==> src/rtl/alu_result_stage_if.sv <==
// Handshake bundle between the ALU arithmetic unit, the result stage and its consumer.
// Latency: none (wires only).
// Backpressure: in_ready throttles the producer, out_ready throttles the stage.
interface alu_result_stage_if #(
    parameter int WIDTH = 8
);
    // Upstream side: one ALU result per accepted handshake
    logic             in_valid;
    logic             in_ready;
    logic [1:0]       in_op;
    logic [WIDTH-1:0] C;
    logic             zero_flag;
    logic             over_flow_flag;
    logic             carry_out;

    // Downstream side: head of the result queue
    logic             out_valid;
    logic             out_ready;
    logic [WIDTH-1:0] out_result;
    logic [1:0]       out_op;
    logic             out_zero;
    logic             out_ovf;
    logic             out_carry;

    // Environment view: drives results in, consumes results out
    modport master (
        output in_valid, in_op, C, zero_flag, over_flow_flag, carry_out, out_ready,
        input  in_ready, out_valid, out_result, out_op, out_zero, out_ovf, out_carry
    );

    // Stage view
    modport slave (
        input  in_valid, in_op, C, zero_flag, over_flow_flag, carry_out, out_ready,
        output in_ready, out_valid, out_result, out_op, out_zero, out_ovf, out_carry
    );
endinterface

==> src/rtl/alu_result_stage.sv <==
// Buffers ALU results (value, op, zero/ovf/carry) in a DEPTH-entry FIFO and keeps sticky status flags.
// Latency: a result accepted on edge N is presented on out_* from cycle N+1; illegal op 2'b10 is dropped.
// Backpressure: in_ready = registered count < DEPTH; a pop never frees a slot in the same cycle.
// Optional statistics counters are built when ALU_RESULT_STATS_EN is defined.
module alu_result_stage #(
    parameter int WIDTH = 8,
    parameter int DEPTH = 2
) (
    input  logic               CLK,
    input  logic               RST,
    alu_result_stage_if.slave  bus,
    input  logic               clr_sticky,
    output logic               sticky_ovf,
    output logic               sticky_carry,
    output logic               sticky_illegal
`ifdef ALU_RESULT_STATS_EN
    ,
    output logic [15:0]        result_count,
    output logic [7:0]         ovf_count,
    output logic [15:0]        stall_cycles
`endif
);

    localparam int PTR_W = (DEPTH > 1) ? $clog2(DEPTH) : 1;
    localparam int CNT_W = $clog2(DEPTH + 1);
    localparam logic [1:0] OP_ILLEGAL = 2'b10;

    typedef struct packed {
        logic [WIDTH-1:0] result;
        logic [1:0]       op;
        logic             zero;
        logic             ovf;
        logic             carry;
    } entry_t;

    entry_t           mem_q [DEPTH];
    entry_t           mem_d [DEPTH];
    logic [PTR_W-1:0] wr_ptr_q, wr_ptr_d;
    logic [PTR_W-1:0] rd_ptr_q, rd_ptr_d;
    logic [CNT_W-1:0] count_q, count_d;
    logic             sticky_ovf_q, sticky_ovf_d;
    logic             sticky_carry_q, sticky_carry_d;
    logic             sticky_illegal_q, sticky_illegal_d;

    logic   push;
    logic   wr_en;
    logic   pop;
    logic   not_empty;
    entry_t head;
    entry_t new_entry;

    // Handshake decode: ready comes from the registered count only, so a pop cannot make room this cycle
    always_comb begin
        not_empty    = (count_q != '0);
        bus.in_ready = (count_q < CNT_W'(DEPTH));
        push         = bus.in_valid & bus.in_ready;
        wr_en        = push & (bus.in_op != OP_ILLEGAL);
        pop          = not_empty & bus.out_ready;
    end

    // Present the head entry straight from storage; zeros whenever the queue is empty
    always_comb begin
        head              = mem_q[rd_ptr_q];
        bus.out_valid     = not_empty;
        bus.out_result    = not_empty ? head.result : '0;
        bus.out_op        = not_empty ? head.op     : 2'b00;
        bus.out_zero      = not_empty & head.zero;
        bus.out_ovf       = not_empty & head.ovf;
        bus.out_carry     = not_empty & head.carry;
    end

    // Next-state for storage, pointers and occupancy
    always_comb begin
        new_entry.result = bus.C;
        new_entry.op     = bus.in_op;
        new_entry.zero   = bus.zero_flag;
        new_entry.ovf    = bus.over_flow_flag;
        new_entry.carry  = bus.carry_out;

        mem_d    = mem_q;
        wr_ptr_d = wr_ptr_q;
        rd_ptr_d = rd_ptr_q;
        count_d  = count_q;

        if (wr_en) begin
            mem_d[wr_ptr_q] = new_entry;
            // DEPTH is a power of two, so the natural wrap of the pointer is modulo DEPTH
            wr_ptr_d        = wr_ptr_q + PTR_W'(1);
        end
        if (pop) begin
            rd_ptr_d = rd_ptr_q + PTR_W'(1);
        end

        case ({wr_en, pop})
            2'b10:   count_d = count_q + CNT_W'(1);
            2'b01:   count_d = count_q - CNT_W'(1);
            default: count_d = count_q;
        endcase
    end

    // Sticky flags: a clear drops the old value but an event in the same cycle still sets the flag
    always_comb begin
        sticky_ovf_d     = (clr_sticky ? 1'b0 : sticky_ovf_q)     | (wr_en & bus.over_flow_flag);
        sticky_carry_d   = (clr_sticky ? 1'b0 : sticky_carry_q)   | (wr_en & bus.carry_out);
        sticky_illegal_d = (clr_sticky ? 1'b0 : sticky_illegal_q) | (push & (bus.in_op == OP_ILLEGAL));
    end

    // Queue and status state; reset flushes every entry at once
    always_ff @(posedge CLK or negedge RST) begin
        if (!RST) begin
            for (int i = 0; i < DEPTH; i++) begin
                mem_q[i] <= '0;
            end
            wr_ptr_q         <= '0;
            rd_ptr_q         <= '0;
            count_q          <= '0;
            sticky_ovf_q     <= 1'b0;
            sticky_carry_q   <= 1'b0;
            sticky_illegal_q <= 1'b0;
        end else begin
            mem_q            <= mem_d;
            wr_ptr_q         <= wr_ptr_d;
            rd_ptr_q         <= rd_ptr_d;
            count_q          <= count_d;
            sticky_ovf_q     <= sticky_ovf_d;
            sticky_carry_q   <= sticky_carry_d;
            sticky_illegal_q <= sticky_illegal_d;
        end
    end

    assign sticky_ovf     = sticky_ovf_q;
    assign sticky_carry   = sticky_carry_q;
    assign sticky_illegal = sticky_illegal_q;

`ifdef ALU_RESULT_STATS_EN
    logic [15:0] result_count_q, result_count_d;
    logic [7:0]  ovf_count_q, ovf_count_d;
    logic [15:0] stall_cycles_q, stall_cycles_d;
    logic [15:0] rc_base;
    logic [7:0]  oc_base;
    logic [15:0] sc_base;

    // Saturating counters; clr_sticky restarts them but this cycle's event still counts
    always_comb begin
        rc_base = clr_sticky ? 16'h0 : result_count_q;
        oc_base = clr_sticky ? 8'h0  : ovf_count_q;
        sc_base = clr_sticky ? 16'h0 : stall_cycles_q;

        result_count_d = rc_base;
        ovf_count_d    = oc_base;
        stall_cycles_d = sc_base;

        if (wr_en && rc_base != 16'hFFFF) begin
            result_count_d = rc_base + 16'd1;
        end
        if (wr_en && bus.over_flow_flag && oc_base != 8'hFF) begin
            ovf_count_d = oc_base + 8'd1;
        end
        if (not_empty && !bus.out_ready && sc_base != 16'hFFFF) begin
            stall_cycles_d = sc_base + 16'd1;
        end
    end

    // Statistics registers
    always_ff @(posedge CLK or negedge RST) begin
        if (!RST) begin
            result_count_q <= '0;
            ovf_count_q    <= '0;
            stall_cycles_q <= '0;
        end else begin
            result_count_q <= result_count_d;
            ovf_count_q    <= ovf_count_d;
            stall_cycles_q <= stall_cycles_d;
        end
    end

    assign result_count = result_count_q;
    assign ovf_count    = ovf_count_q;
    assign stall_cycles = stall_cycles_q;
`endif

endmodule

==> src/flat_wrapper.sv <==
// flat-port wrapper written by rule: the top's interface ports become plain ports
module alu_result_stage_flat 
#(
    parameter int WIDTH = 8,
    parameter int DEPTH = 2
)
  (CLK, RST, clr_sticky, sticky_ovf, sticky_carry, sticky_illegal, bus_in_valid, bus_in_op, bus_C, bus_zero_flag, bus_over_flow_flag, bus_carry_out, bus_out_ready, bus_in_ready, bus_out_valid, bus_out_result, bus_out_op, bus_out_zero, bus_out_ovf, bus_out_carry);
  alu_result_stage_if #(.WIDTH(WIDTH)) bus_i ();
  input  logic CLK;
  input  logic RST;
  input  logic clr_sticky;
  output logic sticky_ovf;
  output logic sticky_carry;
  output logic sticky_illegal;
  input wire logic [$bits(bus_i.in_valid)-1:0] bus_in_valid;
  input wire logic [$bits(bus_i.in_op)-1:0] bus_in_op;
  input wire logic [$bits(bus_i.C)-1:0] bus_C;
  input wire logic [$bits(bus_i.zero_flag)-1:0] bus_zero_flag;
  input wire logic [$bits(bus_i.over_flow_flag)-1:0] bus_over_flow_flag;
  input wire logic [$bits(bus_i.carry_out)-1:0] bus_carry_out;
  input wire logic [$bits(bus_i.out_ready)-1:0] bus_out_ready;
  output wire logic [$bits(bus_i.in_ready)-1:0] bus_in_ready;
  output wire logic [$bits(bus_i.out_valid)-1:0] bus_out_valid;
  output wire logic [$bits(bus_i.out_result)-1:0] bus_out_result;
  output wire logic [$bits(bus_i.out_op)-1:0] bus_out_op;
  output wire logic [$bits(bus_i.out_zero)-1:0] bus_out_zero;
  output wire logic [$bits(bus_i.out_ovf)-1:0] bus_out_ovf;
  output wire logic [$bits(bus_i.out_carry)-1:0] bus_out_carry;
  assign bus_i.in_valid = bus_in_valid;
  assign bus_i.in_op = bus_in_op;
  assign bus_i.C = bus_C;
  assign bus_i.zero_flag = bus_zero_flag;
  assign bus_i.over_flow_flag = bus_over_flow_flag;
  assign bus_i.carry_out = bus_carry_out;
  assign bus_i.out_ready = bus_out_ready;
  assign bus_in_ready = bus_i.in_ready;
  assign bus_out_valid = bus_i.out_valid;
  assign bus_out_result = bus_i.out_result;
  assign bus_out_op = bus_i.out_op;
  assign bus_out_zero = bus_i.out_zero;
  assign bus_out_ovf = bus_i.out_ovf;
  assign bus_out_carry = bus_i.out_carry;
  alu_result_stage #(.WIDTH(WIDTH), .DEPTH(DEPTH)) u_core (.CLK(CLK), .RST(RST), .bus(bus_i), .clr_sticky(clr_sticky), .sticky_ovf(sticky_ovf), .sticky_carry(sticky_carry), .sticky_illegal(sticky_illegal));
endmodule
==> config.mk <==
export PLATFORM = sky130hd
export DESIGN_NAME = alu_result_stage_flat
export DESIGN_NICKNAME = d
export VERILOG_FILES = /design/src/rtl/alu_result_stage_if.sv /design/src/rtl/alu_result_stage.sv /design/src/flat_wrapper.sv
export SDC_FILE = /design/constraint.sdc
export NUM_CORES = 1
export LEC_CHECK = 0
export CAP_MARGIN = 20
export CORE_ASPECT_RATIO = 2
export CORE_MARGIN = 1.5
export CORE_UTILIZATION = 35
export DETAILED_ROUTE_END_ITERATION = 10
export GPL_ROUTABILITY_DRIVEN = 0
export SLEW_MARGIN = 40
export SYNTH_ARGS = -nofsm -noshare
export SYNTH_HDL_FRONTEND = slang
export SYNTH_SLANG_ARGS = --single-unit
==> constraint.sdc <==
create_clock -name CLK -period 1.5 [get_ports CLK]
set_input_delay 0.3 -clock CLK [delete_from_list [all_inputs] [get_ports CLK]]
set_output_delay 0.3 -clock CLK [all_outputs]
set_load 0.05 [all_outputs]
* Word level (Yosys, flattened, before mapping)
Index checks and enable logic that the tools add are counted.
Word-level totals: output and inout port bits 18, register bits 33, logic and storage cells 57, input port bits 18
Operators by class: add/sub/neg operators 4, order comparisons 4, equality and inequality tests 4, reduce and logical (&&, ||, !) cells 3, multiplexer cells 12, bitwise gates (word level) 14
Operator list (number):
- 2-to-1 mux 13 bit | 4
- bitwise mux 26 bit | 1
- demux 13 bit (select 1 bit) | 1
- AND 1 bit | 9
- 2-to-1 mux 8 bit | 1
- == test 2 bit, second input constant | 2
- greater-or-equal comparator 2 bit, second input constant | 2
- NOT 1 -> 2 bit | 2
- case mux 2 bit (2 select lines) | 1
- nonzero test 2 bit | 2
- 2-to-1 mux 1 bit | 3
- OR 1 bit | 3
- adder 1 bit, second input constant | 2
- adder 2 x 1 -> 2 bit, second input constant | 1
- == test 2 x 1 -> 1 bit, second input constant | 1
- less-than comparator 2 x 1 -> 1 bit, second input constant | 1
- less-than comparator 2 bit, second input constant | 1
- 2-to-1 mux 2 bit | 1
- != test 2 bit, second input constant | 1
- subtractor 2 x 1 -> 2 bit, second input constant | 1
- logical AND 1 bit | 1

* Depth between registers and ports, before layout
depth in word-level cells 6, gate-level depth with buffers 7, depth with buffers taken out 7

* Least setup slack after synthesis
Ideal clock, no wire load.
path type reg2out, start point reg u_core.rd_ptr_q, end point out bus_out_op[0], stages on the path, launching flop included 5, arrival 1479 ps, setup slack -279 ps, required time 1200 ps, path through dfrtp_1 -> buf_2 -> buf_2 -> mux2i_1 -> nor2_1
Between the ends: cells in the longest elaborated chain, start to end 5
Ends and longest elaborated chain:
- start, declared | RTL line alu_result_stage.sv:39 | logic [PTR_W-1:0] rd_ptr_q, rd_ptr_d;
- start signal, assigned | RTL line alu_result_stage.sv:123 | rd_ptr_q <= rd_ptr_d;
- NOT 1 -> 2 bit (not written as such) | RTL line alu_result_stage.sv:63 | head = mem_q[rd_ptr_q];
- 2-to-1 mux 13 bit (not written as such) (3 in a row) | RTL line alu_result_stage.sv:63
- 2-to-1 mux 2 bit | RTL line alu_result_stage.sv:66 | bus.out_op = not_empty ? head.op : 2'b00;
- end, declared | RTL line flat_wrapper.sv:25 | output wire logic [$bits(bus_i.out_op)-1:0] bus_out_op;
Every way passes these cells. The select of a mux whose other input is x is not followed.

* Worst setup path after layout
start point reg u_core.rd_ptr_q, end point out bus_out_result[2]
Between the ends: cells in the longest elaborated chain, start to end 5
Ends and longest elaborated chain:
- NOT 1 -> 2 bit (not written as such) | RTL line alu_result_stage.sv:63
- 2-to-1 mux 13 bit (not written as such) (3 in a row) | RTL line alu_result_stage.sv:63
- 2-to-1 mux 8 bit | RTL line alu_result_stage.sv:65 | bus.out_result = not_empty ? head.result : '0;
- end, declared | RTL line flat_wrapper.sv:24 | output wire logic [$bits(bus_i.out_result)-1:0] bus_out_result;
Every way passes these cells. The select of a mux whose other input is x is not followed.

==> flow_metrics.env <==
export IMPL_synthTopCellsByArea="dfrtp_1, mux2_4, mux2i_1, mux2_2, nor2_1"
export IMPL_ant_nets=0
export IMPL_fp_dieW_um=50.9
export IMPL_synth_nets=132
export IMPL_avgSynthCellArea_um2=14.2
export IMPL_maxSlewHeadroom=0.825
export IMPL_final_setup_worst_slack_ns=-0.108
export IMPL_worstReg2RegStart="u_core.count_q[1]"
export IMPL_status="finished with violations"
export IMPL_first_pass_iters=3
export IMPL_initial_core_util=0.366
export IMPL_num_antenna_cells=0
export IMPL_tightest_slew_ns=0.262
export IMPL_cts_htree_levels=2
export IMPL_cts_path_max_buffers=2
export IMPL_cts_tree="yes"
export IMPL_ys_warnings_count=0
export IMPL_dpl_cell_area_mm2=0.00225
export IMPL_synth_area_mm2=0.00160
export IMPL_rows=34
export IMPL_clock_latency_ns=0.28
export IMPL_final_common_cell="dfrtp_1"
export IMPL_cts_sinks=33
export IMPL_root_buffer="clkbuf_8"
export IMPL_post_route_cell_area_mm2=0.00256
export IMPL_die_area_mm2=0.00502
export IMPL_final_util=0.584
export IMPL_holdWs_ns=0.394
export IMPL_layout_drive_gt1_share=0.581
export IMPL_die_h_um=98.7
export IMPL_finalHoldViolCount=0
export IMPL_core_mm2=0.00438
export IMPL_final_setup_viol_count=13
export IMPL_synth_top_cell_by_area="dfrtp_1"
export IMPL_drc=0
export IMPL_clk_pin_slew_ns=0.06
export IMPL_wire_per_inst_um=14.8
export IMPL_crit_arrival_ns=1.31
export IMPL_drv_cap=0
export IMPL_synth_cell_types=21
export IMPL_fin_skew_ns=0.00516
export IMPL_drt_initial_drc_count=12
export IMPL_ff2ff_setup_slack_ns=0.01
export IMPL_grt_pass1_vias=1168
export IMPL_crit_type="reg -> out"
export IMPL_grt_pass1_wl_um=5460
export IMPL_ys_seq_area_frac=0.515
export IMPL_syn_to_final_growth_pct=59.6
export IMPL_viasPerCell=4.63
export IMPL_path_max_fanout=3
export IMPL_crit_start="u_core.rd_ptr_q"
export IMPL_stdcell_count=226
export IMPL_period_minus_slack_ns=1.61
export IMPL_numCtsBuffers=5
export IMPL_nets=190
export IMPL_min_path_type="in -> async"
export IMPL_overflow=0
export IMPL_dp_hpwl_um=2440
export IMPL_min_period_over_period=1.07
export IMPL_vias=1046
export IMPL_layout_common_cells="dfrtp_1, mux2_4, buf_12"
export IMPL_violations="negative setup slack"
export IMPL_antenna_found_initial=0
export IMPL_grt_max_degree=34
export IMPL_drt_wl_total_um=3350
export IMPL_rsz0062_at_grt="true"
export IMPL_worstSetupEndpointType="output port"
export IMPL_io_buffers=35
export IMPL_crit_path_start_kind="flip-flop"
export IMPL_synth_top_area_share=0.515
export IMPL_track_usage=0.149
export IMPL_place_inst=210
export IMPL_worstPathRequired_ns=1.20
export IMPL_postSynthCellCount=113
export IMPL_ios=36
export IMPL_maxSlewViolCount=0
export IMPL_synth_seq_cells=33
export IMPL_fmax_mhz=622
per-stage QoR:
| step | setup TNS [ns] | setup WS [ns] |
|---|---|---|
| floorplan | -0.637 | -0.0633 |
| global placement | -7.82 | -0.352 |
| detailed placement | -8.60 | -0.388 |
| CTS | -1.51 | -0.126 |
| global route | -2.05 | -0.191 |
| finish | -1.03 | -0.108 |
layout make-up:
class | instances | area (µm²)
Clock buffer | 7 | 96.3
Clock inverter | 1 | 5.00
Fill cell | 358 | 1820
Inverter | 4 | 15.0
Multi-Input combinational cell | 71 | 835
Sequential cell | 33 | 828
Tap cell | 54 | 67.6
Timing Repair Buffer | 56 | 713
cell usage after synthesis, drive strengths merged:
cell type   n
buf         4
nor3        1
nand3       1
clkbuf      1
ha          1
xor2        1
dfrtp      33
and2b       1
mux2i      13
a22o        3
xnor2       4
mux2       26
nor2       16
or2b        1
inv         4
nand2b      1
nor2b       2
flip-flops by register name, summed over array words and instances, names as in the netlist:
| name | count |
|---|---|
| u_core.mem_q | 26 |
| u_core.count_q | 2 |
| u_core.rd_ptr_q | 1 |
| u_core.sticky_carry | 1 |
| u_core.sticky_illegal | 1 |
| u_core.sticky_ovf | 1 |
| u_core.wr_ptr_q | 1 |
layer usage:
layer | global-route usage | wire, µm | up-vias
met5 | 0 | 0 | -
met2 | 0.267 | 1940 | 21
met1 | 0.156 | 1230 | 520
met3 | 0.0364 | 103 | 6
met4 | 0.0707 | 65 | 0
li1 | - | - | 499
critical path: stages (launching register included):
cell	delay, ns
dfrtp_2	0.43
buf_6	0.14
mux2i_2	0.14
nor2_2	0.17
buf_12	0.15
worst paths after layout:
check | to | cells past startpoint
setup / recovery | bus_out_result[2] | 4
hold / removal | u_core.mem_q[15] | 2
hold reg to reg | u_core.mem_q[23] | 1
min in group CLK | u_core.mem_q[23] | 1
max in group asynchronous | u_core.rd_ptr_q | 2
setup reg to reg | u_core.mem_q[10] | 5
logic make-up (layout without fill, tap and decap cells):
kind of cell             after synthesis  count (layout)  share of synthesized area
adder cells (fa/ha/maj)                1               1                    0.00780
AO/OA/AOI/OAI                          3               3                     0.0164
flip-flops                            33              33                      0.515
AND/OR/NAND/NOR                       23              23                     0.0858
buffers and inverters                  9              68                     0.0374
XOR/XNOR                               5               5                     0.0273
multiplexers                          39              39                      0.310
repair_timing:
item,4_1_cts,5_1_grt
setup buffers,4,4
resized for setup,15,18
pin swaps,1,3
cloned,0,0
endpoints found under the setup margin,28,17
hold buffers,0,0
Power is left out: the tool's default activity adds up to more than one toggle a clock period on the data nets, which glitch-free logic cannot reach.
